--- src/rtl/log_pkg.sv ---
// Shared definitions for the sample-log capture controller and its helpers.
package log_pkg;

  typedef enum logic [1:0] {
    ST_IDLE    = 2'd0,
    ST_CAPTURE = 2'd1,
    ST_FULL    = 2'd2
  } state_t;

  localparam int DEF_NB_ADD_MEM = 15;
  localparam int DEF_NB_DATA    = 32;
  localparam int READ_LAT       = 2;

endpackage

--- src/rtl/rise_edge_det.sv ---
// Registered rising-edge detector; the pulse is suppressed on the first clock
// after reset so a level already high through reset is not seen as an edge.
module rise_edge_det (
  input  logic clk,
  input  logic i_rst,
  input  logic i_sig,
  output logic o_rise
);

  logic prev;
  logic armed;

  always_ff @(posedge clk or posedge i_rst) begin
    if (i_rst) begin
      prev  <= 1'b0;
      armed <= 1'b0;
    end else begin
      prev  <= i_sig;
      armed <= 1'b1;
    end
  end

  assign o_rise = armed & i_sig & ~prev;

endmodule

--- src/rtl/log_capture_ctrl.sv ---
// Sample-log BRAM sequencer: streams valid samples into the log memory on a
// run edge and serves pipelined random-access reads while not capturing.
module log_capture_ctrl
  import log_pkg::*;
#(
  parameter int NB_ADD_MEM = DEF_NB_ADD_MEM,
  parameter int NB_DATA    = DEF_NB_DATA
) (
  input  logic                  clk,
  input  logic                  i_rst,
  input  logic                  i_run,
  input  logic                  i_read,
  input  logic [NB_ADD_MEM-1:0] i_rd_addr,
  input  logic [NB_DATA-1:0]    i_data,
  input  logic                  i_valid,
  output logic                  o_mem_we,
  output logic [NB_ADD_MEM-1:0] o_mem_waddr,
  output logic [NB_DATA-1:0]    o_mem_wdata,
  output logic [NB_ADD_MEM-1:0] o_mem_raddr,
  input  logic [NB_DATA-1:0]    i_mem_rdata,
  output logic [NB_DATA-1:0]    o_rd_data,
  output logic                  o_rd_valid,
  output logic                  o_mem_full,
  output logic                  o_busy,
  output logic [NB_ADD_MEM:0]   o_wr_count
);

  localparam logic [NB_ADD_MEM-1:0] PTR_LAST = '1;
  localparam logic [NB_ADD_MEM-1:0] PTR_ONE  = NB_ADD_MEM'(1);
  localparam logic [NB_ADD_MEM:0]   CNT_ONE  = (NB_ADD_MEM + 1)'(1);

  state_t                state;
  state_t                state_nxt;
  logic                  start;
  logic                  launch;
  logic                  wr_take;
  logic                  rd_take;
  logic [NB_ADD_MEM-1:0] ptr;
  logic [READ_LAT-1:0]   rd_pipe;

  rise_edge_det u_run_edge (
    .clk    (clk),
    .i_rst  (i_rst),
    .i_sig  (i_run),
    .o_rise (start)
  );

  assign launch  = start && (state != ST_CAPTURE);
  assign wr_take = (state == ST_CAPTURE) && i_valid;
  assign rd_take = (state != ST_CAPTURE) && !start && i_read;

  always_ff @(posedge clk or posedge i_rst) begin
    if (i_rst) state <= ST_IDLE;
    else       state <= state_nxt;
  end

  // The final word takes priority over a simultaneous run withdrawal.
  always_comb begin
    state_nxt = state;
    o_busy    = 1'b0;
    case (state)
      ST_IDLE, ST_FULL: begin
        if (start) state_nxt = ST_CAPTURE;
      end
      ST_CAPTURE: begin
        o_busy = 1'b1;
        if (wr_take && (ptr == PTR_LAST)) state_nxt = ST_FULL;
        else if (!i_run)                  state_nxt = ST_IDLE;
      end
      default: state_nxt = ST_IDLE;
    endcase
  end

  always_ff @(posedge clk or posedge i_rst) begin
    if (i_rst) begin
      ptr         <= '0;
      o_mem_we    <= 1'b0;
      o_mem_waddr <= '0;
      o_mem_wdata <= '0;
      o_mem_full  <= 1'b0;
      o_wr_count  <= '0;
    end else begin
      o_mem_we <= wr_take;
      if (launch) begin
        ptr        <= '0;
        o_wr_count <= '0;
        o_mem_full <= 1'b0;
      end else if (wr_take) begin
        o_mem_waddr <= ptr;
        o_mem_wdata <= i_data;
        o_wr_count  <= o_wr_count + CNT_ONE;
        if (ptr == PTR_LAST) o_mem_full <= 1'b1;
        else                 ptr        <= ptr + PTR_ONE;
      end
    end
  end

  // Read side: address register, then a valid shift matching BRAM latency.
  always_ff @(posedge clk or posedge i_rst) begin
    if (i_rst) begin
      o_mem_raddr <= '0;
      rd_pipe     <= '0;
      o_rd_valid  <= 1'b0;
      o_rd_data   <= '0;
    end else begin
      if (rd_take) o_mem_raddr <= i_rd_addr;
      if (launch) begin
        rd_pipe    <= '0;
        o_rd_valid <= 1'b0;
      end else begin
        rd_pipe    <= {rd_pipe[READ_LAT-2:0], rd_take};
        o_rd_valid <= rd_pipe[READ_LAT-1];
        if (rd_pipe[READ_LAT-1]) o_rd_data <= i_mem_rdata;
      end
    end
  end

endmodule

--- config.mk ---
export PLATFORM = sky130hd
export DESIGN_NAME = log_capture_ctrl
export DESIGN_NICKNAME = d
export VERILOG_FILES = /design/src/rtl/log_pkg.sv /design/src/rtl/rise_edge_det.sv /design/src/rtl/log_capture_ctrl.sv
export SDC_FILE = /design/constraint.sdc
export NUM_CORES = 1
export LEC_CHECK = 0
export CORE_MARGIN = 2
export CORE_UTILIZATION = 45
export CTS_BUF_LIST = sky130_fd_sc_hd__clkbuf_4
export DETAILED_ROUTE_END_ITERATION = 6
export HOLD_SLACK_MARGIN = 0.08
export PLACE_DENSITY = 0.82
export SYNTH_ARGS = -nofsm -noshare
export SYNTH_HDL_FRONTEND = slang
export SYNTH_SLANG_ARGS = --single-unit
--- constraint.sdc ---
create_clock -name clk -period 6.4 [get_ports clk]
set_input_delay 1.28 -clock clk [delete_from_list [all_inputs] [get_ports clk]]
set_output_delay 1.28 -clock clk [all_outputs]
set_load 0.03 [all_outputs]
# Word-level counts from Yosys, hierarchy flattened
# Cells that the tools add are included.
# W data, S select, Z words.
# totals
output_inout_bits,114
in_bits,84
elab_cells,56
reg_bits,134
# classes
reduce_logical,15
mux,15
addsub,2
eq_ne,7
bitwise_logic,4
# op_table
cell,n
$mux W15,3
$mux W16,2
$add A16 B1 Y16 const B,1
$add A15 B1 Y15 const B,1
$eq A15 B15 Y1 const B,1
$reduce_and A2 Y1,5
$mux W2,4
$logic_and A1 B1 Y1,5
$mux W1,5
$ne A2 B2 Y1 const B,2
$pmux W2 S2,1
$reduce_bool A2 Y1,2
$ne A3 B2 Y1 const B,1
$and A1 B1 Y1,2
$eq A2 B1 Y1 const B,1
$eq A2 B2 Y1 const B,1
$logic_not A2 Y1,1
$ne A2 B1 Y1 const B,1
$not A1 Y1,2
$reduce_or A2 Y1,1
$logic_not A1 Y1,1

# Logic depth before layout (Yosys ltp)
# Gate-level depths: netlist (run 1).
# logic_depth
ltp_word,6
depth_mapped,6
mapped_depth_nobuf,5

# Modules after synthesis
# From an unflattened synthesis (run 1), not the netlist that was laid out.
# unflattened
cells_unflattened,486
hier_area_um2,5382.7
# by_module_without_submodules
mod,n_inst,seq_area_each_um2,cells_each,area_each_um2
log_capture_ctrl,1,3303.2,481,5316.3
rise_edge_det,1,50.0,5,66.3

# Worst setup path before layout (run 1)
# No wires, ideal clock.
# synth_timing
path_type,input -> register
start,in i_run
end,reg o_mem_raddr[0]
slack_ns,3.984
arrival_time_ns,2.291
required_time_ns,6.275
setup_time_ns,0.125
n_path_buf,1
stages,4
cell_sequence,and3b_1 nand3b_1 buf_2 mux2_2
# synth_between
elab_chain_len,5
# synth_lines
element,line_no,text
start: declaration,log_capture_ctrl.sv:11,"input logic i_run,"
$and A1 B1 Y1 (2 in series),rise_edge_det.sv:23,assign o_rise = armed & i_sig & ~prev;
$logic_not A1 Y1,log_capture_ctrl.sv:50,assign rd_take = (state != ST_CAPTURE) && !start && i_read;
$logic_and A1 B1 Y1 (2 in series),log_capture_ctrl.sv:50,
end signal: assignment,log_capture_ctrl.sv:106,if (rd_take) o_mem_raddr <= i_rd_addr;
end: declaration,log_capture_ctrl.sv:19,"output logic [NB_ADD_MEM-1:0] o_mem_raddr,"
# No other way between the ends.
# A chain may end at the register's enable or synchronous reset.

# Worst setup path in the final report (run 1)
# layout_timing
start,in i_valid
end,reg o_wr_count[14]
# layout_between
elab_chain_len,2
# layout_lines
element,line_no,text
start: declaration,log_capture_ctrl.sv:15,"input logic i_valid,"
$logic_and A1 B1 Y1,log_capture_ctrl.sv:49,assign wr_take = (state == ST_CAPTURE) && i_valid;
$reduce_bool A2 Y1 (no source line),n/a,
end signal: assignment,log_capture_ctrl.sv:91,o_wr_count <= o_wr_count + CNT_ONE;
end: declaration,log_capture_ctrl.sv:25,output logic [NB_ADD_MEM:0] o_wr_count
# No other way between the ends.

==> results.md, run 1 <==
| Parameter | Reported |
|:---|:---|
| Number of fill cells | 942 |
| Worst Slack Setup Final | 2.92 ns |
| Root buffer cell | sky130_fd_sc_hd__clkbuf_4 |
| Power per Cell Area | 303 nW/µm² |
| Most used flip-flop cell after synthesis | sky130_fd_sc_hd__dfrtp_1 |
| Core region area | 11900 µm² |
| Footprint of the multi-input gates | 1950 µm² |
| Crit-path max FO | 63 |
| Number of H-tree branching levels | 4 |
| Post-cts hold buffer count | 0 |
| Source of the worst register-to-register timing path | state[1] |
| Area growth from synthesis to final layout | 44.8% |
| Worst min-delay path category | flop to flop |
| Post-Synth XOR/XNOR Area | 0.0161 |
| Synthesized-area fraction occupied by ao, oa, aoi and oai cells | 0.0412 |
| DR vias | 4337 |
| RSZ-0062 raised after global routing | no |
| Number of buffers inserted to repair setup after CTS | 0 |
| Worst-margin pin slew | 1.11 ns |
| Post-Layout Inst Area | 7870 µm² |
| Part of the Yosys area used for sequential elements | 0.617 |
| Fmax | 287 MHz |
| Die ar. | 13000 µm² |
| Later-pin clock latency in the skew report | 0.51 ns |
| Period utilization | 0.544 |
| Setup WS pre-CTS | 2.39 ns |
| Layout Nets | 775 |
| Switching power total | 762 µW |
| Outcome | finished, final reports clean |
| Half-perimeter wire length of the detailed placement result | 9360 µm |
| Kind of capture point of the worst setup path | flop |
| Portion of total power attributed to combinational logic | 0.286 |
| Post-synthesis net count | 577 |
| Die extent in y | 114 µm |
| Instance count of the mapped netlist | 491 |
| Number of sinks on the clock net | 134 |
| Average wire per cell in the routed design | 15.4 µm |
| Reg-to-reg setup timing slack | 3.70 ns |
| Clock period minus final worst setup slack | 3.48 ns |
| Total negative setup slack | 0 ns |
| Maximum vdd ir drop | 0.170 mV |
| Number of antenna violations at the first check in global routing | 0 |
| Startpoint class of the critical path | input pin |
| Global placer's final weighted congestion | 0.800 |
| Cell-internal power | 1620 µW |
| Synthesized cell area | 5430 µm² |
| Hold Path Stages | 1 |
| FF+latch count, synth | 134 |
| Die Wd | 114 µm |
| Simple-Gate Fraction of Synth Area | 0.191 |
| Number of rows in the core area | 40 |
| Startpoint of the most critical hold path | rd_pipe[0] |
| WP data required | 6.83 ns |
| Placed inst area | 7520 µm² |
| Total power of the final layout | 2380 µW |
| Starting density of the core | 0.456 |
| Portion of total power attributed to sequential cells | 0.436 |
| EDFF count, synth | 0 |
| Antenna diode count | 0 |
| Final Routed Wirelength | 13100 µm |
| Critical path data arrival time | 3.91 ns |
| FF-to-FF End | o_wr_count[14] |
| Post-CTS Resized | 0 |
| Hold violation count in the final report | 0 |
| Worst max-slew margin expressed relative to the limit | 0.254 |
| Global-route wire length before repair | 21700 µm |
| Combinational family with the most area after synthesis | simple AND/OR/NAND/NOR gates |
| Final routed DRC violation total | 0 |
| Drt initial violations | 222 |
| GR Overflow Total | 0 |
| FF+latch area | 3350 µm² |
| Clock tree from TritonCTS | built |
| Multiplexer area fraction after synthesis | 0.105 |
| Share of final-layout standard cells stronger than drive strength 1 | 0.0912 |
| Buffer levels on the longest clock path | 2 |
| Max-cap violations | 0 |
| Synth Area in Adders | 0.00461 |
| Worst setup path category | input pin to flop |
| Mean Syn Cell Area | 11.1 µm² |
| Largest net degree at the start of global routing | 78 |
| Number of cells on the worst reg-to-reg path | 6 |
| Number of I/O port buffers | 197 |
| Number of iterations in the first detailed-routing pass | 6 |
| Number of I/O pins | 198 |
| Number of global-route vias before repair | 4517 |
| Final count of pins violating max slew | 0 |
| Total leakage power | 0.00354 µW |
| Endpoint of the worst hold-timing path | rd_pipe[1] |
| Post-route antenna net violation count | 0 |
| Final setup violation count | 0 |
| GRT Total Usage | 0.211 |
| Number of different library cells in the post-synthesis netlist | 44 |
| Switching power share of the total | 0.320 |
| Number of vias per cell after detailed routing | 5.11 |
| Asr flop ratio synth | 1.00 |
| Count of yosys warnings during synthesis | 0 |
| Power share of the clock group | 0.278 |
| Clock transition at the registers of the reported paths | 0.11 ns |
| Num CTS Buffers | 17 |
| Clk_skew | 0.0129 ns |
power by group through the flow:
stage,clock network [µW],registers (µW),logic [µW]
after detailed placement,0,1050,687
after CTS,680,1040,689
after global routing,721,1060,721
final,663,1040,681
after floorplan,0,1270,137
after global placement,0,1050,674
state kept, by name (all words and copies together), names as in the netlist:
register and cells:
o_rd_valid 1, rd_pipe 2, o_mem_full 1, ptr 15, u_run_edge.armed 1, o_rd_data 32, o_mem_raddr 15, o_wr_count 16
o_mem_waddr 15, state 2, o_mem_we 1, u_run_edge.prev 1, o_mem_wdata 32
critical path, cell delays in order:
cell and delay (ns):
sky130_fd_sc_hd__clkdlybuf4s50_1 0.53, sky130_fd_sc_hd__nand3b_2 0.08, sky130_fd_sc_hd__buf_4 0.30, sky130_fd_sc_hd__inv_2 0.73
sky130_fd_sc_hd__nand3_1 0.26, sky130_fd_sc_hd__or4_1 0.56, sky130_fd_sc_hd__a21oi_1 0.16
metal layers:
layer / up-vias / wire (µm) / global-route usage
li1: 2053 / - / -
met1: 2090 / 5540 / 0.262
met2: 178 / 6370 / 0.351
met3: 16 / 1040 / 0.0680
met4: 0 / 148 / 0.0707
met5: - / 0 / 0
Yosys cell counts (all sizes together) (3+ instances only):
cell,number,area [µm²]
and3,3,18.8
mux2,47,529
or4,4,30.0
nor2,14,52.6
nand4,7,56.3
buf,7,42.5
or3,5,31.3
mux2i,4,40.0
clkbuf,14,52.6
o21ai,5,25.0
xnor2,8,70.1
nand3,13,65.1
a21oi,10,50.1
dfrtp,134,3350
and4,3,26.3
o31ai,10,75.1
inv,10,37.5
o211ai,4,30.0
nor3,6,35.0
nor4,6,50.0
a31oi,3,18.8
nand2,154,578
stage by stage:
step | util | hold slack (ns) | std cells
after floorplan | - | 0.428 | 491
after global placement | 0.631 | 0.440 | 817
after detailed placement | 0.631 | 0.434 | 817
after CTS | 0.661 | 0.460 | 849
after global routing | 0.661 | 0.491 | 849
final | 0.661 | 0.458 | 849
logic make-up after synthesis:
logic type                 Yosys count
adders and majority gates            2
and+or+nand+nor                    227
other                                1
xor gates and xnor gates            10
buffers and inverters               31
muxes                               51
AOI/OAI and AO/OA                   35
DFF                                134
worst max path at each step:
stage | depth (start not counted) | from | end | slack (ns)
after floorplan | 1 | i_rst | o_mem_full | 1.54
after global placement | 7 | i_valid | o_wr_count[14] | 2.43
after detailed placement | 7 | i_valid | o_wr_count[14] | 2.39
after CTS | 7 | i_valid | o_wr_count[14] | 2.93
after global routing | 7 | i_valid | ptr[10] | 2.70
final | 7 | i_valid | o_wr_count[14] | 2.92
cell type report:
| class | count | share of cell area |
|---|---|---|
| repair buffers | 200 | 0.253 |
| clock inverters | 13 | 0.0261 |
| multi-input cells | 326 | 0.248 |
| inverters | 10 | 0.00509 |
| flip-flops and latches | 134 | 0.426 |
| well taps | 147 | 0.0234 |
| clock buffers | 19 | 0.0181 |
placed cells by master (no fill, tap or decap), drive strengths merged, types with 5 or more instances in the layout:
cell type	n
nor4	6
bufinv	5
o31ai	10
clkinv	5
o21ai	5
nand4	7
xnor2	8
clkbuf	19
dfrtp	134
clkdlybuf4s50	197
inv	10
nor3	6
nor2	14
or3	5
mux2	47
a21oi	10
nand2	154
nand3	13
Power figures use the tool's default switching activity.
==> inputs of run 2 (changes only) <==
Settings changed: CORE_UTILIZATION 45 to 42, PLACE_DENSITY 0.82 to 0.8.
Clock period 6.4 ns to 3 ns, I/O delays scaled along.
==> run 2 against run 1 <==
Sequential share of layout area decreased by 0.49 points; power increased by 110%; core utilization decreased by 3.0 points; non-clock buffer count increased by 10; die area increased by 6.9%; sequential power increased by 110%.
==> results.md, run 2 (same netlist as run 1, synthesis figures left out) <==
| Parameter | Reported | vs previous |
|:---|:---|:---|
| Outcome | finished, final reports clean |  |
| Placed inst area | 7660 µm² | +1.9% |
| Number of buffers inserted to repair setup after CTS | 0 | unchanged |
| Global placer's final weighted congestion | 0.780 | -2.6% |
| Number of global-route vias before repair | 4443 | -1.6% |
| Maximum vdd ir drop | 0.333 mV | +96% |
| WP data required | 2.40 ns | -4.43 ns |
| Die extent in y | 118 µm | +3.4% |
| Total negative setup slack | 0 ns | unchanged |
| Number of antenna violations at the first check in global routing | 0 | unchanged |
| Root buffer cell | sky130_fd_sc_hd__clkbuf_4 |  |
| Setup WS pre-CTS | 0.552 ns | -1.83 ns |
| Worst path top cell family by delay | buffers and inverters |  |
| Post-CTS Resized | 0 | unchanged |
| Clock tree from TritonCTS | built |  |
| Number of rows in the core area | 41 | +2.5% |
| Buffer and inverter count on the worst path | 2 | -1 |
| Final Routed Wirelength | 13200 µm | +0.59% |
| Starting density of the core | 0.431 | -0.0256 |
| Half-perimeter wire length of the detailed placement result | 9730 µm | +3.9% |
| Number of sinks on the clock net | 134 | unchanged |
| Post-Layout Inst Area | 7960 µm² | +1.2% |
| Area growth from synthesis to final layout | 46.5% |  |
| Clk_skew | 0.0204 ns | +0.00751 ns |
| Startpoint class of the critical path | flop |  |
| GRT Total Usage | 0.195 | -0.0157 |
| Die ar. | 13900 µm² | +6.9% |
| Kind of capture point of the worst setup path | primary output |  |
| Clock period minus final worst setup slack | 2.49 ns |  |
| Die Wd | 118 µm | +3.4% |
| Total power of the final layout | 4900 µW | +110% |
| Antenna diode count | 0 | unchanged |
| DR vias | 4353 | +0.37% |
| Num CTS Buffers | 17 | unchanged |
| Clock transition at the registers of the reported paths | 0.11 ns | about the same |
| Number of vias per cell after detailed routing | 4.92 | -3.6% |
| GR Overflow Total | 0 | unchanged |
| Fmax | 401 MHz |  |
| Biggest registers after layout | o_mem_wdata (32), o_rd_data (32), o_wr_count (16) |  |
| Worst min-delay path category | flop to flop |  |
| Buffer levels on the longest clock path | 2 | unchanged |
| Core region area | 12600 µm² | +5.9% |
| Post-cts hold buffer count | 0 | unchanged |
| Reg-to-reg setup timing slack | 1.13 ns | -2.57 ns |
| Later-pin clock latency in the skew report | 0.52 ns | about the same |
| CP max-delay cell | sky130_fd_sc_hd__clkdlybuf4s50_1 |  |
| Most common cell after layout, fill and taps aside | sky130_fd_sc_hd__clkdlybuf4s50_1 |  |
| Global-route wire length before repair | 21700 µm | about the same |
| Commonest cells after routing, fill and taps aside | 197 x sky130_fd_sc_hd__clkdlybuf4s50_1, 154 x sky130_fd_sc_hd__nand2_1, 134 x sky130_fd_sc_hd__dfrtp_1 |  |
| Number of I/O pins | 198 | unchanged |
| Sequence of cells on the critical path | nand2b_1 > inv_1 > clkdlybuf4s50_1 |  |
| Period utilization | 0.831 |  |
| Number of I/O port buffers | 197 | unchanged |
| Share of final-layout standard cells stronger than drive strength 1 | 0.0983 | +0.00715 |
| Average wire per cell in the routed design | 14.9 µm | -3.4% |
| Crit-path max FO | 5 | -92% |
| RSZ-0062 raised after global routing | no |  |
| Hold violation count in the final report | 0 | unchanged |
| Critical path data arrival time | 1.89 ns | -2.02 ns |
| Final worst hold slack | 0.477 ns | +0.0189 ns |
| Power per Cell Area | 615 nW/µm² | +100% |
| Number of H-tree branching levels | 4 | unchanged |
| Layout Nets | 785 | +1.3% |
| Final routed DRC violation total | 0 | unchanged |
| Worst Slack Setup Final | 0.506 ns | -2.41 ns |
| Worst setup path category | flop to primary output |  |
| Largest net degree at the start of global routing | 44 | -44% |
| Worst max-slew margin expressed relative to the limit | 0.615 | +0.361 |
| Number of iterations in the first detailed-routing pass | 4 | -2 |
| Drt initial violations | 222 | unchanged |
| Crit path largest cell delay | 0.68 ns | -0.05 ns |
| Total leakage power | 0.00357 µW | +0.81% |
| Max-cap violations | 0 | unchanged |
| Final count of pins violating max slew | 0 | unchanged |
| Worst-margin pin slew | 0.576 ns | -0.534 ns |
| Post-route antenna net violation count | 0 | unchanged |
| Final setup violation count | 0 | unchanged |
run 2: cell types whose count changed in the layout (fill, tap and decap cells not counted):
cell | previous run | this run
sky130_fd_sc_hd__clkinv_1 | 0 | 4
sky130_fd_sc_hd__buf_12 | 0 | 3
sky130_fd_sc_hd__bufinv_16 | 5 | 3
sky130_fd_sc_hd__inv_4 | 1 | 0
sky130_fd_sc_hd__clkbuf_4 | 19 | 18
sky130_fd_sc_hd__buf_4 | 3 | 10
sky130_fd_sc_hd__clkinvlp_4 | 3 | 4
sky130_fd_sc_hd__clkinv_2 | 3 | 1
sky130_fd_sc_hd__inv_6 | 0 | 1
run 2: cell type report:
| type | count | area [µm²] |
|---|---|---|
| inverters | 10 | 41.3 |
| clock inverters | 14 | 159 |
| repair buffers | 210 | 2110 |
| flip-flops and latches | 134 | 3350 |
| clock buffers | 18 | 135 |
| multi-input cells | 326 | 1950 |
| well taps | 172 | 215 |
| fillers | 1038 | 4660 |
run 2: worst paths after layout:
path                                start        endpoint  cells past startpoint
setup / recovery                 state[0]          o_busy                      3
max in group asynchronous           i_rst    o_rd_data[3]                      3
min in group asynchronous           i_rst          ptr[5]                      2
hold / removal             o_wr_count[15]  o_wr_count[15]                      1
setup reg to reg                 state[1]  o_wr_count[14]                      5
hold reg to reg            o_wr_count[15]  o_wr_count[15]                      1
run 2: layer usage:
layer	vias to the layer above	routed length [µm]	track usage
li1	2069	-	-
met1	2099	5780	0.246
met2	165	6310	0.315
met3	20	869	0.0669
met4	0	206	0.0663
met5	-	0	0
run 2: per-stage QoR:
stage           util  instances
6_report       0.631        884
2_1_floorplan      -        491
3_3_place_gp   0.607        852
3_5_place_dp   0.607        852
4_1_cts        0.631        884
5_1_grt        0.631        884
run 2: where the power goes:
| part | internal (µW) | total [µW] | switching (µW) |
|---|---|---|---|
| logic | 654 | 1460 | 805 |
| clock network | 579 | 1230 | 647 |
| registers | 2060 | 2210 | 156 |
==> inputs of run 3 (changes only) <==
Settings changed: CORE_UTILIZATION 42 to 45, PLACE_DENSITY 0.8 to 0.82.
Clock period 3 ns to 2.53 ns, I/O delays scaled along.
==> run 3 against run 2 <==
Worst setup slack lost 0.23 ns; die area shrank 6.4%; power grew 16%; design area shrank 0.90%; sequential power grew 19%; register-to-register slack lost 0.47 ns; non-clock buffer count is the same; global-route usage grew 1.8 points; largest cell class unchanged; highest routed layer unchanged.
==> results.md, run 3 (same netlist as run 1, synthesis figures left out) <==
| Parameter | Reported | vs previous |
|:---|:---|:---|
| Final count of pins violating max slew | 0 | unchanged |
| Switching power total | 1890 µW | +18% |
| Worst setup path category | flop to primary output |  |
| Met3 track utilization from global routing | 0.0813 | +0.0144 |
| Later-pin clock latency in the skew report | 0.55 ns | +0.03 ns |
| Number of global-route vias before repair | 4423 | -0.45% |
| Hold violation count in the final report | 0 | unchanged |
| CP max-delay cell | sky130_fd_sc_hd__clkdlybuf4s50_1 |  |
| Post-Layout Inst Area | 7890 µm² | -0.90% |
| Setup WS pre-CTS | 0.130 ns | -0.423 ns |
| Clk_skew | 0.0190 ns | -0.00140 ns |
| Root buffer cell | sky130_fd_sc_hd__clkbuf_4 |  |
| Buffer levels on the longest clock path | 2 | unchanged |
| Biggest registers after layout | o_mem_wdata (32), o_rd_data (32), o_wr_count (16) |  |
| Clock transition at the registers of the reported paths | 0.11 ns | about the same |
| Number of cells on the worst reg-to-reg path | 6 | +1 |
| Portion of total power attributed to sequential cells | 0.461 | +0.009 |
| WP data required | 2.02 ns | -0.38 ns |
| Final setup violation count | 0 | unchanged |
| Number of I/O pins | 198 | unchanged |
| Clock tree from TritonCTS | built |  |
| Crit path largest cell delay | 0.72 ns | +0.04 ns |
| Startpoint class of the critical path | flop |  |
| Total leakage power | 0.00358 µW | +0.29% |
| Antenna diode count | 0 | unchanged |
| Number of I/O port buffers | 197 | unchanged |
| Num CTS Buffers | 17 | unchanged |
| Global placer's final weighted congestion | 0.770 | -1.2% |
| Number of sinks on the clock net | 134 | unchanged |
| Post-route antenna net violation count | 0 | unchanged |
| Worst min-delay path category | input pin to async pin |  |
| Final cell utilization of the core | 0.662 | +0.0315 |
| Final routed DRC violation total | 0 | unchanged |
| Commonest cells after routing, fill and taps aside | 196 x sky130_fd_sc_hd__clkdlybuf4s50_1, 154 x sky130_fd_sc_hd__nand2_1, 134 x sky130_fd_sc_hd__dfrtp_1 |  |
| Starting density of the core | 0.456 | +0.0256 |
| Number of H-tree branching levels | 4 | unchanged |
| Number of iterations in the first detailed-routing pass | 4 | unchanged |
| Fmax | 443 MHz |  |
| Most Crowded Layer GR | met2 |  |
| Worst Slack Setup Final | 0.274 ns | -0.232 ns |
| Largest net degree at the start of global routing | 52 | +18% |
| Number of vias per cell after detailed routing | 5.06 | +2.7% |
| GR met2 Demand/Resource | 0.351 | +0.0359 |
| DR vias | 4346 | -0.16% |
| Number of buffers inserted to repair setup after CTS | 0 | unchanged |
| Final worst hold slack | 0.351 ns | -0.126 ns |
| Buffer and inverter count on the worst path | 1 | -1 |
| Cell depth of the worst setup path | 1 | -2 |
| GRT Total Usage | 0.213 | +0.0182 |
| Sequence of cells on the critical path | clkdlybuf4s50_1 |  |
| Kind of capture point of the worst setup path | primary output |  |
| Number of antenna violations at the first check in global routing | 0 | unchanged |
| Total negative setup slack | 0 ns | unchanged |
| Number of rows in the core area | 40 | -2.4% |
| Die extent in y | 114 µm | -3.3% |
| Global-route wire length before repair | 21500 µm | -1.1% |
| Cell-internal power | 3780 µW | +15% |
| Placed inst area | 7630 µm² | -0.41% |
| Worst max-slew margin expressed relative to the limit | 0.661 | +0.0452 |
| Power per Cell Area | 719 nW/µm² | +17% |
| Share of final-layout standard cells stronger than drive strength 1 | 0.0969 | -0.00140 |
| GR Overflow Total | 0 | unchanged |
| Die Wd | 114 µm | -3.3% |
| Global routing usage on met1 | 0.254 | +0.00810 |
| Outcome | finished, final reports clean |  |
| Drt initial violations | 300 | +35% |
| Average wire per cell in the routed design | 15.3 µm | +2.9% |
| Crit-path max FO | 7 | +2 |
| Clock period minus final worst setup slack | 2.26 ns |  |
| Maximum vdd ir drop | 0.568 mV | +71% |
| Die ar. | 13000 µm² | -6.4% |
| Worst path top cell family by delay | buffers and inverters |  |
| Max-cap violations | 0 | unchanged |
| Area growth from synthesis to final layout | 45.2% |  |
| Switching power share of the total | 0.333 | +0.00487 |
| Core region area | 11900 µm² | -5.6% |
| Critical path data arrival time | 1.75 ns | -0.14 ns |
| Final Routed Wirelength | 13200 µm | about the same |
| Period utilization | 0.892 |  |
| Worst-margin pin slew | 0.508 ns | -0.0677 ns |
| Portion of total power attributed to combinational logic | 0.308 | +0.010 |
| Half-perimeter wire length of the detailed placement result | 9570 µm | -1.7% |
| Power share of the clock group | 0.231 | -0.019 |
| Most common cell after layout, fill and taps aside | sky130_fd_sc_hd__clkdlybuf4s50_1 |  |
| RSZ-0062 raised after global routing | no |  |
| Layout Nets | 785 | unchanged |
==> run 3: changes by cell type in the layout (fill, tap and decap cells not counted) <==
| cell | delta |
|---|---|
| sky130_fd_sc_hd__bufinv_16 | -1 |
| sky130_fd_sc_hd__clkinv_2 | +5 |
| sky130_fd_sc_hd__clkinv_4 | -2 |
| sky130_fd_sc_hd__inv_6 | -1 |
| sky130_fd_sc_hd__clkinvlp_4 | -2 |
| sky130_fd_sc_hd__clkinv_1 | +1 |
| sky130_fd_sc_hd__dlymetal6s2s_1 | +1 |
| sky130_fd_sc_hd__clkdlybuf4s50_1 | -1 |
==> run 3: power groups by stage <==
stage	Sequential, µW	Combinational (µW)	Clock (µW)
floorplan	3210	346	0
global placement	2640	1730	0
detailed placement	2660	1760	0
CTS	2620	1770	1350
global route	2660	1850	1450
finish	2620	1750	1310
==> run 3: per-layer routing <==
metal  vias to the layer above  wire length (µm)
met5                         -                 0
met4                         0               266
met3                        19              1110
met2                       166              6420
met1                      2090              5380
li1                       2071                 -
==> run 3: layout make-up <==
class / instances / area [µm²]
Clock buffer: 18 / 135
Clock inverter: 14 / 116
Fill cell: 951 / 4020
Inverter: 10 / 41.3
Multi-Input combinational cell: 326 / 1950
Sequential cell: 134 / 3350
Tap cell: 147 / 184
Timing Repair Buffer: 210 / 2110
==> run 3: worst paths after layout <==
kind	startpoint	end	slack [ns]
worst max register to register	ptr[0]	ptr[3]	0.66
worst min-delay path	i_rst	o_mem_wdata[0]	0.35
worst max-delay path	o_wr_count[3]	o_wr_count[3]	0.27
worst min register to register	rd_pipe[0]	rd_pipe[1]	0.46
min in group clk	rd_pipe[0]	rd_pipe[1]	0.46
max in group asynchronous	i_rst	o_rd_data[1]	1.55
==> run 3: per-stage QoR <==
step                      total power, µW  instances
after global placement               4370        827
after CTS                            5740        859
after floorplan                      3560        491
final                                5670        859
after global routing                 5960        859
after detailed placement             4420        827
==> run 3: timing repair <==
action | CTS | global route
resized for setup | 0 | 1
hold buffers | 0 | 0
setup endpoints to repair | 0 | 1
